===== src/rtl/jtag_chain_arbiter_pkg.sv =====
// Shared types for the JTAG/AS pin-set arbiter: FSM states, pin bundle and safe park values.
// Pure declarations; no timing or flow-control behaviour of its own.
package jtag_pkg;

    typedef enum logic [1:0] {
        IDLE,
        PARK,
        OWN
    } arb_state_t;

    typedef struct packed {
        logic tck;
        logic tdi;
        logic tms;
        logic nce;
        logic ncs;
        logic oe;
    } pins_t;

    localparam pins_t PINS_PARK = '{tck: 1'b0, tdi: 1'b0, tms: 1'b1, nce: 1'b1, ncs: 1'b1, oe: 1'b0};

    function automatic logic [1:0] onehot2(input logic idx);
        return idx ? 2'b10 : 2'b01;
    endfunction

endpackage


===== src/rtl/jtag_arb_watchdog.sv =====
// Owner-stall detector: counts sampled edges with no TCK change while the other client waits.
// expire is combinational from the registered count; it is asserted on the TIMEOUT_CYCLES-th idle edge.
module jtag_arb_watchdog #(
    parameter int TIMEOUT_CYCLES = 4096,
    parameter int TO_W           = 16
) (
    input  logic clk,
    input  logic rst,
    input  logic active,
    input  logic waiting,
    input  logic tck,
    output logic expire
);

    localparam logic [TO_W-1:0] LIMIT = TO_W'((TIMEOUT_CYCLES > 0) ? TIMEOUT_CYCLES - 1 : 0);

    logic            tck_prev;
    logic            toggled;
    logic [TO_W-1:0] idle_cnt;

    assign toggled = (tck != tck_prev);

    // tck_prev follows the selected TCK even outside ownership so the first owned cycle compares cleanly
    always_ff @(posedge clk) begin
        if (rst) begin
            tck_prev <= 1'b0;
            idle_cnt <= '0;
        end else begin
            tck_prev <= tck;
            if (!active || !waiting || toggled) begin
                idle_cnt <= '0;
            end else if (idle_cnt != '1) begin
                idle_cnt <= idle_cnt + 1'b1;
            end
        end
    end

    assign expire = (TIMEOUT_CYCLES != 0) && active && waiting && !toggled && (idle_cnt == LIMIT);

endmodule


===== src/rtl/jtag_chain_arbiter.sv =====
// Two-master JTAG/AS pin arbiter: grant PARK_CYCLES+1 edges after request from idle, pins registered (1 edge).
// No backpressure; a client holds req for its session and is revoked by watchdog if it stalls.
module jtag_chain_arbiter
    import jtag_pkg::*;
#(
    parameter int PARK_CYCLES    = 4,
    parameter int TIMEOUT_CYCLES = 4096,
    parameter int TO_W           = 16
) (
    input  logic       CLK,
    input  logic       RST_SYNC,
    input  logic [1:0] req_i,
    output logic [1:0] gnt_o,
    output logic [1:0] preempt_o,
    input  logic [1:0] c_tck_i,
    input  logic [1:0] c_tdi_i,
    input  logic [1:0] c_tms_i,
    input  logic [1:0] c_nce_i,
    input  logic [1:0] c_ncs_i,
    input  logic [1:0] c_oe_i,
    output logic [1:0] c_tdo_o,
    output logic [1:0] c_asdo_o,
    output logic       B_TCK,
    output logic       B_TDI,
    output logic       B_TMS,
    output logic       B_NCE,
    output logic       B_NCS,
    output logic       B_OE,
    input  logic       B_TDO,
    input  logic       B_ASDO
);

    localparam int               PC_W      = $clog2(PARK_CYCLES + 1);
    localparam logic [PC_W-1:0] PARK_LAST = PC_W'(PARK_CYCLES - 1);

    arb_state_t      state;
    logic            own;
    logic            target;
    logic            rr;
    logic [PC_W-1:0] park_cnt;
    logic [1:0]      lockout;
    logic [1:0]      eligible;
    pins_t           pins;
    pins_t           own_pins;
    logic            wd_tck;
    logic            wd_expire;

    // A preempted client stays locked out until it has dropped req for at least one edge
    assign eligible = req_i & ~lockout;

    assign own_pins = '{tck: c_tck_i[own], tdi: c_tdi_i[own], tms: c_tms_i[own],
                        nce: c_nce_i[own], ncs: c_ncs_i[own], oe: c_oe_i[own]};

    assign wd_tck = (state == OWN) ? c_tck_i[own] : c_tck_i[target];

    jtag_arb_watchdog #(
        .TIMEOUT_CYCLES (TIMEOUT_CYCLES),
        .TO_W           (TO_W)
    ) u_watchdog (
        .clk     (CLK),
        .rst     (RST_SYNC),
        .active  (state == OWN),
        .waiting (eligible[~own]),
        .tck     (wd_tck),
        .expire  (wd_expire)
    );

    always_ff @(posedge CLK) begin
        if (RST_SYNC) begin
            state     <= IDLE;
            own       <= 1'b0;
            target    <= 1'b0;
            rr        <= 1'b0;
            park_cnt  <= '0;
            lockout   <= '0;
            gnt_o     <= '0;
            preempt_o <= '0;
            pins      <= PINS_PARK;
        end else begin
            preempt_o <= '0;
            pins      <= PINS_PARK;
            lockout   <= lockout & req_i;
            case (state)
                IDLE: begin
                    if (|eligible) begin
                        state    <= PARK;
                        park_cnt <= '0;
                        target   <= (eligible == 2'b11) ? rr : eligible[1];
                    end
                end
                PARK: begin
                    if (park_cnt == PARK_LAST) begin
                        park_cnt <= '0;
                        if (eligible[target]) begin
                            state <= OWN;
                            own   <= target;
                            gnt_o <= onehot2(target);
                        end else if (eligible[~target]) begin
                            target <= ~target;
                        end else begin
                            state <= IDLE;
                        end
                    end else begin
                        park_cnt <= park_cnt + 1'b1;
                    end
                end
                OWN: begin
                    park_cnt <= '0;
                    // Release takes priority over a coincident watchdog expiry
                    if (!req_i[own]) begin
                        gnt_o  <= '0;
                        rr     <= ~own;
                        target <= eligible[~own] ? ~own : own;
                        state  <= PARK;
                    end else if (wd_expire) begin
                        gnt_o        <= '0;
                        preempt_o    <= onehot2(own);
                        lockout[own] <= 1'b1;
                        target       <= ~own;
                        state        <= PARK;
                    end else begin
                        pins <= own_pins;
                    end
                end
                default: state <= IDLE;
            endcase
        end
    end

    assign c_tdo_o  = gnt_o & {2{B_TDO}};
    assign c_asdo_o = gnt_o & {2{B_ASDO}};

    assign B_TCK = pins.tck;
    assign B_TDI = pins.tdi;
    assign B_TMS = pins.tms;
    assign B_NCE = pins.nce;
    assign B_NCS = pins.ncs;
    assign B_OE  = pins.oe;

endmodule


===== config.mk =====
export PLATFORM = sky130hd
export DESIGN_NAME = jtag_chain_arbiter
export DESIGN_NICKNAME = d
export VERILOG_FILES = /design/src/rtl/jtag_chain_arbiter_pkg.sv /design/src/rtl/jtag_arb_watchdog.sv /design/src/rtl/jtag_chain_arbiter.sv
export SDC_FILE = /design/constraint.sdc
export NUM_CORES = 1
export LEC_CHECK = 0
export BUFFER_PORTS_ARGS = -buffer_cell sky130_fd_sc_hd__buf_2
export CAP_MARGIN = 20
export CORE_MARGIN = 2
export CORE_UTILIZATION = 50
export CTS_CLUSTER_DIAMETER = 80
export DETAILED_ROUTE_END_ITERATION = 10
export HOLD_SLACK_MARGIN = 0.15
export PLACE_DENSITY_LB_ADDON = 0.08
export SLEW_MARGIN = 20
export SYNTH_ARGS = -nofsm -noshare
export SYNTH_HDL_FRONTEND = slang
export SYNTH_SLANG_ARGS = --single-unit

===== constraint.sdc =====
create_clock -name CLK -period 4.4 [get_ports CLK]
set_input_delay 0.44 -clock CLK [delete_from_list [all_inputs] [get_ports CLK]]
set_output_delay 0.44 -clock CLK [all_outputs]
set_load 0.05 [all_outputs]

**Word level (Yosys, flattened, before mapping)**

Cells that the tools add are included.

- Register bits after elaboration: 37
- Input port bits: 18

- Add/subtract/negate cells: 2
- $lt $le $gt $ge: 5
- Equal/unequal tests: 14
- Muxes and demuxes: 54
- Bitwise gates (word level): 11
- Reductions and logical operators: 22

Operator list:

| cell | number |
|---|---|
| $mux W1 | 32 |
| $mux W2 | 15 |
| $add A16 B1 Y16 const B | 1 |
| $eq A16 B12 Y1 const B | 1 |
| $ne A16 B16 Y1 const B | 1 |
| $ne A2 B2 Y1 const B | 5 |
| $pmux W3 S3 | 1 |
| $and A2 B2 Y2 | 4 |
| $lt A1 B2 Y1 const B | 4 |
| $reduce_and A4 Y1 | 2 |
| $reduce_or A4 Y1 | 2 |
| $mux W3 | 2 |
| $ne A3 B3 Y1 const B | 2 |
| $pmux W2 S3 | 1 |
| $reduce_and A6 Y1 | 1 |
| $not A1 Y1 | 5 |
| $eq A2 B2 Y1 const B | 2 |
| $logic_and A1 B1 Y1 | 4 |
| $pmux W2 S2 | 1 |
| $reduce_and A2 Y1 | 2 |
| $reduce_or A2 Y1 | 2 |
| $add A3 B1 Y3 const B | 1 |
| $eq A3 B2 Y1 const B | 1 |
| $logic_not A1 Y1 | 3 |
| other kinds (12) | 13 |

**Longest topological paths before layout**

- Depth in word-level cells: 10
- Gate-level depth with buffers: 9

**Modules after synthesis**

From an unflattened synthesis, not the netlist that was laid out.

- Cell total of the unflattened synthesis: 231
- Area, all modules: 2057.0 sq um

Modules (own cells, without submodules):

| module | times used | cells an instance | area each (sq um) |
|---|---|---|---|
| jtag_chain_arbiter | 1 | 126 | 1107.3 |
| jtag_arb_watchdog | 1 | 105 | 949.7 |

**Worst setup path before layout**

Ideal clock, no wire load.

- Path type: flip-flop to flip-flop
- From: reg state[0]
- To: reg state[0]
- Setup time: 72 ps
- Arrival time: 1809 ps
- Data required time: 4328 ps
- Slack: 2519 ps
- Cell stages (with the launch flop): 9
- Buffers on the path: 1
- Path through: dfxtp_1 inv_1 ha_1 buf_2 mux2_2 a21oi_1 nand4bb_2 a211oi_2 mux2i_1

- Word-level cells in the longest chain between the ends: 8

RTL lines:

| what | line | source |
|---|---|---|
| start, declared | jtag_chain_arbiter.sv:36 | `arb_state_t state;` |
| start signal, assigned | jtag_chain_arbiter.sv:70 | `state <= IDLE;` |
| start signal, assigned | jtag_chain_arbiter.sv:86 | `state <= PARK;` |
| start signal, assigned | jtag_chain_arbiter.sv:95 | `state <= OWN;` |
| $eq A2 B2 Y1 | jtag_chain_arbiter.sv:54, jtag_chain_arbiter.sv:62, jtag_chain_arbiter.sv:83 |  |
| $mux W1 | jtag_chain_arbiter.sv:54 | `assign wd_tck = (state == OWN) ? c_tck_i[own] : c_tck_i[target];` |
| $ne A1 B1 Y1 | jtag_arb_watchdog.sv:21 | `assign toggled = (tck != tck_prev);` |
| $logic_not A1 Y1 | jtag_arb_watchdog.sv:38 | `assign expire = (TIMEOUT_CYCLES != 0) && active && waiting && !toggled && (idle_cnt == LIMIT);` |
| $logic_and A1 B1 Y1 (2 in series) | jtag_arb_watchdog.sv:38 |  |
| $ne A3 B3 Y1 (no line) | -- |  |
| $reduce_and A4 Y1 (no line) | -- |  |

Parallel ways exist; a longest one is shown, timed or not.
A chain may end at the register's enable or synchronous reset.

**Worst setup path after layout**

- From: reg u_watchdog.idle_cnt[0]
- To: reg state[1]

- Word-level cells in the longest chain between the ends: 4

RTL lines:

| what | line | source |
|---|---|---|
| start, declared | jtag_arb_watchdog.sv:19 | `logic [TO_W-1:0] idle_cnt;` |
| start signal, assigned | jtag_arb_watchdog.sv:33 | `idle_cnt <= idle_cnt + 1'b1;` |
| $eq A16 B12 Y1 | jtag_arb_watchdog.sv:38 |  |
| $logic_and A1 B1 Y1 | jtag_arb_watchdog.sv:38 |  |
| $ne A3 B3 Y1 (no line) | -- |  |
| $reduce_and A4 Y1 (no line) | -- |  |

No other way between the ends.

==> summary.md <==
| Metric | Value |
|---|---|
| DR iter-0 viols | 96 |
| Final hold vios | 0 |
| # resized after CTS | 0 |
| Synth top area cells | dfxtp_1 37%, mux2i_1 6.0%, nor2_1 5.3% |
| Avg Inst Size Synth | 8.45 µm² |
| Area grow syn2layout | 14.9% |
| CP Launch Point | u_watchdog.idle_cnt[0] |
| Wirelength, routed | 4120 µm |
| Synth warn | 0 |
| Vias | 1712 |
| Reg2reg end | state[1] |
| CP Data Arrival Time | 2.58 ns |
| CP Capture Type | flop |
| Minimum hold slack | 0.357 ns |
| Hold Path Class | in2reg |
| Netlist cell types | 47 |
| Largest area contributor in the netlist | dfxtp_1 |
| Clock Latency Late Sink | 0.29 ns |
| Wire per inst | 13.1 µm |
| Fmax | 0.424 GHz |
| Clk buf depth | 2 |
| Slew Limit Fails | 0 |
| R2R Path Start | u_watchdog.idle_cnt[0] |
| Mapped Cells | 236 |
| Share of cells above drive strength 1 | 18.0% |
| Placed Instances | 307 |
| Final net count | 291 |
| Largest net degree at the start of global routing | 19 |
| Worst hold path startpoint | c_ncs_i[0] |
| Standard-cell row count | 22 |
| Vias in the first global route | 1564 |
| WP data required | 4.62 ns |
| Measured slew at the worst slew-check pin | 0.772 ns |
| Post-route minimum period | 2.36 ns |
| Power Dens Cells | 413 nW/µm² |
| Routability-driven placement congestion ratio | 0.843 |
| CP max FO | 17 |
| H-tree Lvls | 2 |
| CTS root buf | clkbuf_8 |
| Reg clk slew, reported paths | 0.07 ns |
| Register area share after synthesis | 37.1% |
| Antenna Nets Post-Route | 0 |
| Final std cells w/o fill | 315 |
| RSZ-0062 raised after global routing | false |
| First-pass GRT wire length | 6960 µm |
| Headroom to the max-slew limit | 48.2% |
| Critical Path Sink | state[1] |
| Worst r2r path cells | 6 |
| Most used flip-flop cell after synthesis | dfxtp_1 |
| Worst R2R Setup Slack | 2.04 ns |
| Async SR Flop Fraction | 0% |
| Initial antenna violation count | 0 |
| Full die area | 4510 µm² |
| Buffer count from post-CTS setup fixing | 0 |
| Hpwl dp | 3040 µm |
| P_leak | 0.000878 µW |
| DRC viols | 0 |
| Skew final | 0.00716 ns |
| Max Cap Viol | 0 |
| Final setup violation count | 0 |
| Power Total | 945 µW |
| Sum of negative setup slack | 0 ns |
| Setup CP Type | reg2reg |
| CP startpoint kind | flop |
| Filler Cell Count | 343 |
| Drt pass-1 iters | 4 |
| Die height | 67.2 µm |
| Fin crit share | 53.7% |
| Post-DR vias/cell | 5.43 |
| Peak VDD IR | 0.231 mV |
| # IOs | 32 |
| Multi-input logic area | 1170 µm² |
| Post-Syn Area | 1990 µm² |
| Top cell type's share of synthesized area | 37.1% |
| GRT Overall Usage | 20.3% |
| Clock sink total | 37 |
| CTS tree | done |
| Syn_nets | 261 |
| FF+latch count, synth | 37 |
| Total gr overflow | 0 |
| Count of flip-flops with a built-in enable after synthesis | 0 |
| Outcome | complete, no violations |
| I/O Buffers | 31 |
| Number of hold buffers added after CTS | 0 |
| Initial Utilization | 53.3% |
| Die X | 67.2 µm |
| Cts bufs inserted | 5 |
| Sequential standard cell area | 741 µm² |
| ANT cells | 0 |
| Core area | 3740 µm² |
## report_power, final
group / leakage (µW) / switching (µW) / internal (µW) / total [µW]
Combinational: 0.000521 / 152 / 102 / 254
Clock: 0.0000585 / 118 / 185 / 303
Sequential: 0.000299 / 28.9 / 360 / 389
Total: 0.000878 / 299 / 647 / 945
## cell usage in the layout (no fill, tap or decap), types with 2 or more instances in the layout
master,instances
a211oi_1,6
mux2i_1,12
dfxtp_1,37
and2_1,6
xnor2_1,9
nor2b_1,6
a2111oi_0,4
nand2b_1,9
and3_1,3
clkbuf_8,6
nor3_1,6
a31oi_1,4
buf_2,31
a21oi_1,15
nand2_1,23
ha_1,7
nor2_1,28
nand3_1,6
nor4_1,3
inv_1,13
o21ai_0,5
o32ai_1,2
## how the worst min path moves through the flow
| stage | endpoint | slack, ns | cells past startpoint |
|---|---|---|---|
| final | B_NCS | 0.36 | 3 |
| after global routing | B_NCE | 0.37 | 3 |
| after CTS | B_NCS | 0.35 | 3 |
| after detailed placement | park_cnt[1] | 0.49 | 2 |
| after global placement | park_cnt[1] | 0.47 | 2 |
| after floorplan | park_cnt[1] | 0.45 | 2 |
## Yosys cell counts, drive strengths merged, types with 2 or more instances
master,instances
dfxtp,37
nand3,7
a31oi,4
nand2,23
xnor2,9
nor4,4
nand4,2
nor2b,6
ha,7
a2111oi,4
nor3,7
and2,6
and3,3
a211oi,7
o21ai,5
nand2b,9
inv,13
o32ai,2
a21oi,15
nor2,28
clkbuf,3
buf,5
mux2i,12
## flip-flops by register name, summed over array words and instances (netlist names), 2 cells and up
signal and cells:
u_watchdog.idle_cnt 16, park_cnt 3, gnt_o 2, lockout 2, preempt_o 2, state 2
## metrics by stage
stage / worst slack (ns) / utilization, % / cell area [µm²]
after floorplan: 2.52 / - / 1990
after global placement: 2.10 / 58.1 / 2170
after detailed placement: 2.02 / 58.1 / 2170
after CTS: 2.00 / 61.2 / 2290
after global routing: 1.77 / 61.2 / 2290
final: 2.04 / 61.2 / 2290
## cell families (layout without fill, tap and decap cells)
family | count (synthesis) | count (layout) | synth area share, %
multiplexers | 13 | 13 | 6.59
AND/OR/NAND/NOR | 104 | 104 | 28.5
flip-flops | 37 | 37 | 37.1
XOR/XNOR | 10 | 10 | 4.39
adder cells (fa/ha/maj) | 7 | 7 | 4.39
AO/OA/AOI/OAI | 44 | 44 | 14.7
buffers and inverters | 21 | 52 | 4.20
## final cells by class
| type | instances | area share [%] |
|---|---|---|
| Tap cell | 48 | 2.62 |
| Clock buffer | 7 | 3.77 |
| Inverter | 13 | 2.13 |
| Clock inverter | 1 | 1.31 |
| Multi-Input combinational cell | 178 | 51.1 |
| Sequential cell | 37 | 32.3 |
| Timing Repair Buffer | 31 | 6.77 |
## critical path, cell delays in order (launching register included)
cell	delay, ns
dfxtp_1	0.37
ha_1	0.18
nand2_1	0.16
nor4_4	0.75
nand4bb_2	0.25
a211oi_2	0.36
mux2i_1	0.21
## layer usage
metal	GRT usage [%]	share of wire (%)	vias up
met5	0	0	-
met4	6.63	0.80	0
met3	5.17	5.9	4
met2	35.5	49	49
met1	24.3	45	771
li1	-	-	888
(Power assumes the default switching activity.)
